===== src/rtl/pad_input_filter_pkg.sv =====
// Shared types and constants for the pad input conditioning stage.
package pad_input_filter_pkg;

  typedef enum logic [1:0] {
    RESET,
    SETTLE,
    CAPTURE,
    DONE
  } strap_state_e;

  localparam int unsigned PADCFG_FILT_EN_BIT = 1;
  localparam int unsigned GLITCH_CNT_W       = 16;

endpackage


===== src/rtl/pad_input_filter_debounce.sv =====
// Per-pad conditioning: synchroniser, debounce counter, conditioned level
// register and registered rise/fall edge pulses.
module pad_debounce_cell #(
  parameter int unsigned SYNC_STAGES = 2,
  parameter int unsigned DEB_CNT_W   = 8
) (
  input  logic                 clk,
  input  logic                 rst,
  input  logic                 pad,
  input  logic                 filt_en,
  input  logic [DEB_CNT_W-1:0] limit,
  output logic                 level,
  output logic                 rise,
  output logic                 fall,
  output logic                 glitch
);

  logic [SYNC_STAGES-1:0] sync_q;
  logic                   s;
  logic [DEB_CNT_W-1:0]   cnt;
  logic [DEB_CNT_W:0]     cnt_inc;
  logic                   hit;
  logic                   level_q;

  assign s       = sync_q[SYNC_STAGES-1];
  // One extra bit so counter+1 at all-ones still compares correctly.
  assign cnt_inc = {1'b0, cnt} + (DEB_CNT_W + 1)'(1);
  assign hit     = cnt_inc >= {1'b0, limit};
  // A filtered pad dropping a nonzero count without toggling rejected a glitch.
  assign glitch  = filt_en && (cnt != '0) && (s == level);

  // Shift the asynchronous pad through the synchroniser chain.
  always_ff @(posedge clk or posedge rst) begin
    if (rst) begin
      sync_q <= '0;
    end else begin
      sync_q <= {sync_q[SYNC_STAGES-2:0], pad};
    end
  end

  // Debounce: follow s directly when unfiltered, else require a stable run.
  always_ff @(posedge clk or posedge rst) begin
    if (rst) begin
      cnt   <= '0;
      level <= 1'b0;
    end else if (!filt_en) begin
      cnt   <= '0;
      level <= s;
    end else if (s != level) begin
      if (hit) begin
        level <= ~level;
        cnt   <= '0;
      end else if (cnt != '1) begin
        cnt <= cnt_inc[DEB_CNT_W-1:0];
      end
    end else begin
      cnt <= '0;
    end
  end

  // Registered one-cycle pulses on each change of the conditioned level.
  always_ff @(posedge clk or posedge rst) begin
    if (rst) begin
      level_q <= 1'b0;
      rise    <= 1'b0;
      fall    <= 1'b0;
    end else begin
      level_q <= level;
      rise    <= level & ~level_q;
      fall    <= ~level & level_q;
    end
  end

endmodule


===== src/rtl/pad_input_filter.sv =====
// Pad input conditioning between the pad ring and the core io_in bus:
// per-pad synchronise/debounce/edge detect, boot strap capture after reset,
// and an optional rejected-glitch counter enabled by the macro
// PAD_INPUT_FILTER_GLITCH_CNT_EN.
module pad_input_filter
  import pad_input_filter_pkg::*;
#(
  parameter int unsigned N_IO              = 48,
  parameter int unsigned NBIT_PADCFG       = 6,
  parameter int unsigned SYNC_STAGES       = 2,
  parameter int unsigned DEB_CNT_W         = 8,
  parameter int unsigned STRAP_SETTLE      = 16,
  parameter int unsigned STRAP_BOOTSEL_IDX = 45,
  parameter int unsigned STRAP_STM_IDX     = 44
) (
  input  logic                          clk_i,
  input  logic                          rst_i,
  input  logic [N_IO-1:0]               pad_in_i,
  input  logic [N_IO*NBIT_PADCFG-1:0]   pad_cfg_i,
  input  logic [DEB_CNT_W-1:0]          deb_limit_i,
  output logic [N_IO-1:0]               io_in_o,
  output logic [N_IO-1:0]               rise_o,
  output logic [N_IO-1:0]               fall_o,
  output logic                          bootsel_o,
  output logic                          stm_o,
  output logic                          strap_valid_o
`ifdef PAD_INPUT_FILTER_GLITCH_CNT_EN
  ,
  input  logic                          glitch_clr_i,
  output logic [GLITCH_CNT_W-1:0]       glitch_cnt_o
`endif
);

  localparam int unsigned SETTLE_W = $clog2(STRAP_SETTLE + 1);

  logic [DEB_CNT_W-1:0] limit;
  logic [N_IO-1:0]      glitch;
  logic                 unused_cfg;
  strap_state_e         state;
  logic [SETTLE_W-1:0]  settle_cnt;

  // A threshold of zero behaves like one (no extra delay).
  assign limit      = (deb_limit_i == '0) ? DEB_CNT_W'(1) : deb_limit_i;
  assign unused_cfg = ^pad_cfg_i;

  for (genvar i = 0; i < N_IO; i++) begin : g_pad
    pad_debounce_cell #(
      .SYNC_STAGES(SYNC_STAGES),
      .DEB_CNT_W  (DEB_CNT_W)
    ) u_cell (
      .clk    (clk_i),
      .rst    (rst_i),
      .pad    (pad_in_i[i]),
      .filt_en(pad_cfg_i[i*NBIT_PADCFG + PADCFG_FILT_EN_BIT]),
      .limit  (limit),
      .level  (io_in_o[i]),
      .rise   (rise_o[i]),
      .fall   (fall_o[i]),
      .glitch (glitch[i])
    );
  end

  // Strap capture: wait for pads to settle after reset, latch once, hold.
  always_ff @(posedge clk_i or posedge rst_i) begin
    if (rst_i) begin
      state         <= RESET;
      settle_cnt    <= '0;
      bootsel_o     <= 1'b0;
      stm_o         <= 1'b0;
      strap_valid_o <= 1'b0;
    end else begin
      case (state)
        RESET: begin
          settle_cnt <= '0;
          state      <= SETTLE;
        end
        SETTLE: begin
          if (settle_cnt == SETTLE_W'(STRAP_SETTLE - 1)) begin
            state <= CAPTURE;
          end else begin
            settle_cnt <= settle_cnt + SETTLE_W'(1);
          end
        end
        CAPTURE: begin
          bootsel_o     <= io_in_o[STRAP_BOOTSEL_IDX];
          stm_o         <= io_in_o[STRAP_STM_IDX];
          strap_valid_o <= 1'b1;
          state         <= DONE;
        end
        DONE: begin
          state <= DONE;
        end
        default: begin
          state <= RESET;
        end
      endcase
    end
  end

`ifdef PAD_INPUT_FILTER_GLITCH_CNT_EN
  localparam int unsigned POP_W = $clog2(N_IO + 1);

  logic [POP_W-1:0]        glitch_pop;
  logic [GLITCH_CNT_W:0]   glitch_sum;

  // Count how many pads rejected a glitch this cycle.
  always_comb begin
    glitch_pop = '0;
    for (int unsigned k = 0; k < N_IO; k++) begin
      glitch_pop = glitch_pop + POP_W'(glitch[k]);
    end
  end

  assign glitch_sum = {1'b0, glitch_cnt_o} + (GLITCH_CNT_W + 1)'(glitch_pop);

  // Saturating glitch counter; clear wins over a same-cycle increment.
  always_ff @(posedge clk_i or posedge rst_i) begin
    if (rst_i) begin
      glitch_cnt_o <= '0;
    end else if (glitch_clr_i) begin
      glitch_cnt_o <= '0;
    end else if (glitch_sum[GLITCH_CNT_W]) begin
      glitch_cnt_o <= '1;
    end else begin
      glitch_cnt_o <= glitch_sum[GLITCH_CNT_W-1:0];
    end
  end
`else
  logic unused_glitch;
  assign unused_glitch = ^glitch;
`endif

endmodule


===== config.mk =====
export PLATFORM = sky130hd
export DESIGN_NAME = pad_input_filter
export DESIGN_NICKNAME = d
export VERILOG_FILES = /design/src/rtl/pad_input_filter_pkg.sv /design/src/rtl/pad_input_filter_debounce.sv /design/src/rtl/pad_input_filter.sv
export SDC_FILE = /design/constraint.sdc
export NUM_CORES = 2
export LEC_CHECK = 0
export BUFFER_PORTS_ARGS = -buffer_cell sky130_fd_sc_hd__buf_2
export CELL_PAD_IN_SITES_DETAIL_PLACEMENT = 1
export CELL_PAD_IN_SITES_GLOBAL_PLACEMENT = 1
export CORE_AREA = 8 8 312 314
export DETAILED_ROUTE_END_ITERATION = 10
export DIE_AREA = 0 0 320 322
export PLACE_DENSITY_LB_ADDON = 0.1
export SKIP_LAST_GASP = 1
export SLEW_MARGIN = 25
export SYNTH_ARGS = -nofsm -noshare
export SYNTH_HDL_FRONTEND = slang
export SYNTH_SLANG_ARGS = --single-unit

===== constraint.sdc =====
create_clock -name clk_i -period 44.7 [get_ports clk_i]
set_input_delay 8.94 -clock clk_i [delete_from_list [all_inputs] [get_ports clk_i]]
set_output_delay 8.94 -clock clk_i [all_outputs]
set_load 0.01 [all_outputs]

# --- Word-level counts from Yosys, hierarchy flattened ---
# Cells that the tools add are included.
# Widths: inputs -> output; s select.
op_classes:
  addsub: 49
  multipliers: 0
  div: 0
  magnitude_cmp: 48
  eq_ne: 246
  shift: 0
  mux: 341
  bitwise: 192
  n_reduce_logical: 53
ops:
  columns: ["operator", "n"]
  rows:
  - ["$mux 8", 193]
  - ["$add 8x1->9 const B", 48]
  - ["$ge 9x8->1", 48]
  - ["$ne 8x8->1 const B", 48]
  - ["$ne 2x1->1 const B", 96]
  - ["$ne 4x3->1 const B", 48]
  - ["$mux 1", 144]
  - ["$reduce_and 2->1", 49]
  - ["$and 1x1->1", 96]
  - ["$not 1->1", 96]
  - ["$ne 1x1->1", 48]
  - ["$pmux 5 s2", 1]
  - ["$logic_not 8->1", 1]
  - ["$pmux 2 s3", 1]
  - ["$add 5x1->5 const B", 1]
  - ["$eq 5x4->1 const B", 1]
  - ["$mux 5", 1]
  - ["$eq 2x2->1 const B", 2]
  - ["$ne 2x2->1 const B", 2]
  - ["$eq 2x1->1 const B", 1]
  - ["$logic_not 2->1", 1]
  - ["$mux 2", 1]
  - ["$reduce_bool 2->1", 1]
  - ["$reduce_or 2->1", 1]
totals:
  ff_bits: 682
  latch_bits: 0
  ram_bits: 0
  mem_bits_ro: 0
  out_inout_bits: 147
  n_memories: 0

# --- Longest topological paths before layout ---
depth:
  word_depth: 6
  depth_mapped: 11
  depth_no_buf: 10

# --- By module ---
# From an unflattened synthesis, not the netlist that was laid out.
hier_totals:
  hier_cells: 3986
  hier_area_um2: 40201.1
modules_own_cells:
  columns: ["module", "instances", "cells_each", "area_each_um2", "seq_area_each_um2"]
  rows:
  - ["pad_debounce_cell", 48, 82, 827.0, 350.3]
  - ["pad_input_filter", 1, 50, 503.0, 250.2]

# --- Worst setup path after synthesis ---
# No wires, ideal clock.
synth_timing:
  path_kind: "input -> register"
  start: "input port deb_limit_i[5]"
  end: "register g_pad[22].u_cell.level"
  setup_time_ps: 125
  arrival_ps: 12326
  t_required_ps: 44575
  slack_ps: 32249
  stages: 8
  path_buffers: 0
  path_cell_list: "inv_1 a41o_1 ha_1 nand2b_1 a21oi_1 maj3_2 o41ai_2 mux2_2"
synth_via:
  elab_chain_cells: 5
synth_lines:
  columns: ["element", "line_no", "text"]
  rows:
  - ["from (decl)", "pad_input_filter.sv:20", "input logic [DEB_CNT_W-1:0] deb_limit_i,"]
  - ["$logic_not 8->1", "pad_input_filter.sv:43", "assign limit = (deb_limit_i == '0) ? DEB_CNT_W'(1) : deb_limit_i;"]
  - ["$mux 8 *", "pad_input_filter.sv:43", null]
  - ["$ge 9x8->1 *", "pad_input_filter_debounce.sv:28", "assign hit = cnt_inc >= {1'b0, limit};"]
  - ["$ne 2x1->1 (no source line) *", null, null]
  - ["$reduce_and 2->1 (no source line) *", null, null]
  - ["to (signal assigned)", "pad_input_filter_debounce.sv:48", "level <= s;"]
  - ["to (signal assigned)", "pad_input_filter_debounce.sv:51", "level <= ~level;"]
  - ["to (decl)", "pad_input_filter_debounce.sv:12", "output logic level,"]
# Every way passes the cells marked *; elsewhere a longest branch is shown, timed or not.
# A chain may end at the register's enable or synchronous reset.

# --- Final worst setup path ---
layout_timing:
  start: "input port deb_limit_i[6]"
  end: "register g_pad[8].u_cell.cnt[3]"
layout_via:
  elab_chain_cells: 6
  word_cells_on_any_way: 7
  cone_classes: "order compare (1); eq/ne (1); mux (4); reduce/logical (1)"
layout_lines:
  columns: ["element", "line_no", "text"]
  rows:
  - ["$logic_not 8->1", "pad_input_filter.sv:43", null]
  - ["$mux 8 *", "pad_input_filter.sv:43", null]
  - ["$ge 9x8->1 *", "pad_input_filter_debounce.sv:28", null]
  - ["$mux 8", "pad_input_filter_debounce.sv:50", "if (hit) begin"]
  - ["$mux 8", "pad_input_filter_debounce.sv:49", "end else if (s != level) begin"]
  - ["$mux 8", "pad_input_filter_debounce.sv:46", "end else if (!filt_en) begin"]
  - ["to (signal assigned)", "pad_input_filter_debounce.sv:54", "cnt <= cnt_inc[DEB_CNT_W-1:0];"]
  - ["to (decl)", "pad_input_filter_debounce.sv:20", "logic [DEB_CNT_W-1:0] cnt;"]
# Marked as above.

==> out/qor.txt <==
Status - finished clean
Sequential share of the synthesized area - 46.47%
Row count - 112
Asr flop ratio synth - 100.0%
Yosys cell types - 69
Pre-antenna DRT Iters - 4
Synth Instances - 3388
CTS tree - done
Crit end category - flop
DIE AREA - 103000 sq um
Post-Syn Area - 36720 sq um
Final Wtd Congestion - 0.8021
Worst Max-Slew Pin Slew - 1058 ps
Port Buffers - 252
Setup TNS - 0 ps
Yosys warning count - 0
Total power - 1.557 mW
Final hold viol count - 0
Vias in the first global route - 28431
Syn_area_per_cell - 10.84 sq um
Period utilisation layout - 26.19%
HP Class - reg2reg
1st-iter DRT viols - 998
H-tree levels - 3
Post-CTS Resized - 0
GRT Overall Usage - 17.75%
Max Fclk - 85.41 MHz
Vias per cell - 5.277
Clk pin slew, worst setup/hold paths - 60 ps
Starting Density - 39.71%
DR DRC count - 0
CP Data Required Time - 45260 ps
Ratio of cells with drive above 1 in the final layout - 14.17%
Final setup fails - 0
Initial antenna violation count - 4
Clk_lat worst skew - 640 ps
Total wire length - 91.33 mm
Pwr dens - 37.65 nW/um^2
# IOs - 493
Clk buf depth - 3
Max-slew violation count - 0
Largest net degree at the start of global routing - 145
Nets - 4311
Die H - 322 microns
LEAKAGE - 19.46 nW
Average wire per standard cell - 18.87 microns
Slew HR - 29.48%
Setup CP Type - in2reg
VDD IR max - 0.02817 mV
Maxcap violations - 0
Post-synth net total - 4120
Die Width - 320 microns
EDFF count, synth - 0
DR vias - 25535
# Post-CTS Setup Buffers - 0
CTS Buf Count - 82
Commonest non-fill, non-tap cell in the layout - dfrtp_1
CORE AREA - 92490 sq um
Ys flop type - dfrtp_1
Hpwl dp - 62.81 mm
RSZ-0062 raised after global routing - false
R2R setup slack - 41610 ps
Antenna Cells - 0
Clk root buf - clkbuf_16
Commonest cells after routing, fill and taps aside - dfrtp_1, ha_1, buf_2, nor2b_1, nand3_1
Global route overflow - 0
CP Launch Type - input port
Area Growth Syn to Fin - 12.65%
Min cycle time layout - 11710 ps
Routed Antenna Nets - 0
CTS Hold Bufs - 0
Critical path arrival - 12270 ps
Seq cells post-synth - 682
Sink Count - 682
First-pass GRT wire length - 149.6 mm
Core Util, Final - 44.73%
Final Skew - 16.47 ps
Worst-path maximum fanout - 32
-- worst paths after layout --
path                       cells after the start                         end                       from
max                                            9      g_pad[8].u_cell.cnt[3]             deb_limit_i[6]
min                                            0   g_pad[4].u_cell.sync_q[1]  g_pad[4].u_cell.sync_q[0]
max reg2reg                                   10      g_pad[8].u_cell.cnt[3]     g_pad[8].u_cell.cnt[0]
min reg2reg                                    0   g_pad[4].u_cell.sync_q[1]  g_pad[4].u_cell.sync_q[0]
max in group asynchronous                      5      g_pad[18].u_cell.level                      rst_i
min in group asynchronous                      2  g_pad[17].u_cell.sync_q[0]                      rst_i
-- state kept, by name (all words and copies together) (netlist names) --
| name | cells |
|---|---|
| strap_valid_o | 1 |
| bootsel_o | 1 |
| settle_cnt | 5 |
| g_pad.u_cell.rise | 48 |
| g_pad.u_cell.sync_q | 96 |
| g_pad.u_cell.level | 48 |
| state | 2 |
| g_pad.u_cell.cnt | 384 |
| g_pad.u_cell.level_q | 48 |
| g_pad.u_cell.fall | 48 |
| stm_o | 1 |
-- per-stage QoR --
step / instances / area, sq um / hold slack [ps] / worst slack [ps]
after global routing: 4839 / 41370 / 350.5 / 32720
after CTS: 4839 / 41360 / 347.5 / 32910
after detailed placement: 4692 / 38470 / 335.6 / 32180
after floorplan: 3388 / 36720 / 331.2 / 16640
final: 4839 / 41370 / 345.0 / 32990
after global placement: 4692 / 38470 / 332.5 / 32250
-- synthesized netlist by cell type, types with 35 or more instances --
master,instances,area (sq um)
dfrtp_1,682,17070
ha_1,386,4830
nor2b_1,232,1451
nand3_1,220,1101
nand2_1,198,743.2
nor2_1,192,720.7
xnor2_1,186,1629
xor2_1,152,1331
buf_4,148,1111
a21oi_1,138,690.7
nor3b_1,118,885.9
inv_1,94,352.8
nor3_1,74,370.4
nand2b_1,65,406.6
o21ai_0,55,275.3
and3_1,49,306.5
mux2_2,35,394.1
-- cell families (layout without fill, tap and decap cells) --
kind of cell / count (synthesis) / count (layout) / synth area share (%)
xor gates and xnor gates: 339 / 339 / 8.126
adders and majority gates: 424 / 424 / 14.23
and+or+nand+nor: 1240 / 1240 / 17.92
DFF: 682 / 682 / 46.47
buffers and inverters: 259 / 513 / 4.181
AOI/OAI and AO/OA: 402 / 402 / 7.779
muxes: 42 / 42 / 1.291
-- area by class of cell --
class | instances | area [sq um]
inverters | 94 | 360.3
clock inverters | 31 | 466.7
multi-input cells | 2447 | 18120
well taps | 1197 | 1498
flip-flops and latches | 682 | 17070
clock buffers | 116 | 2416
fillers | 10045 | 51120
repair buffers | 272 | 1438
-- layer usage --
metal | GRT usage (%) | up-vias | part of all wire [%]
met1 | 21.83 | 12887 | 44
met3 | 3.510 | 150 | 4.0
li1 | - | 12146 | -
met5 | 0 | - | 0.013
met2 | 31.01 | 350 | 49
met4 | 6.103 | 2 | 2.9
-- worst max-delay path, stage by stage --
cell       delay (ps)
buf_2             110
inv_2             490
buf_4             750
ha_1              380
a21oi_1           130
o21ai_0            90
a2111oi_0         620
o211ai_1          470
nor2b_1           220
-- power breakdown --
part	switching, mW	internal, mW	leakage [nW]
clock network	0.268	0.444	1.42
registers	0.0279	0.650	8.88
logic	0.102	0.0648	9.16
Note: power is estimated with default switching activity, not from simulation.
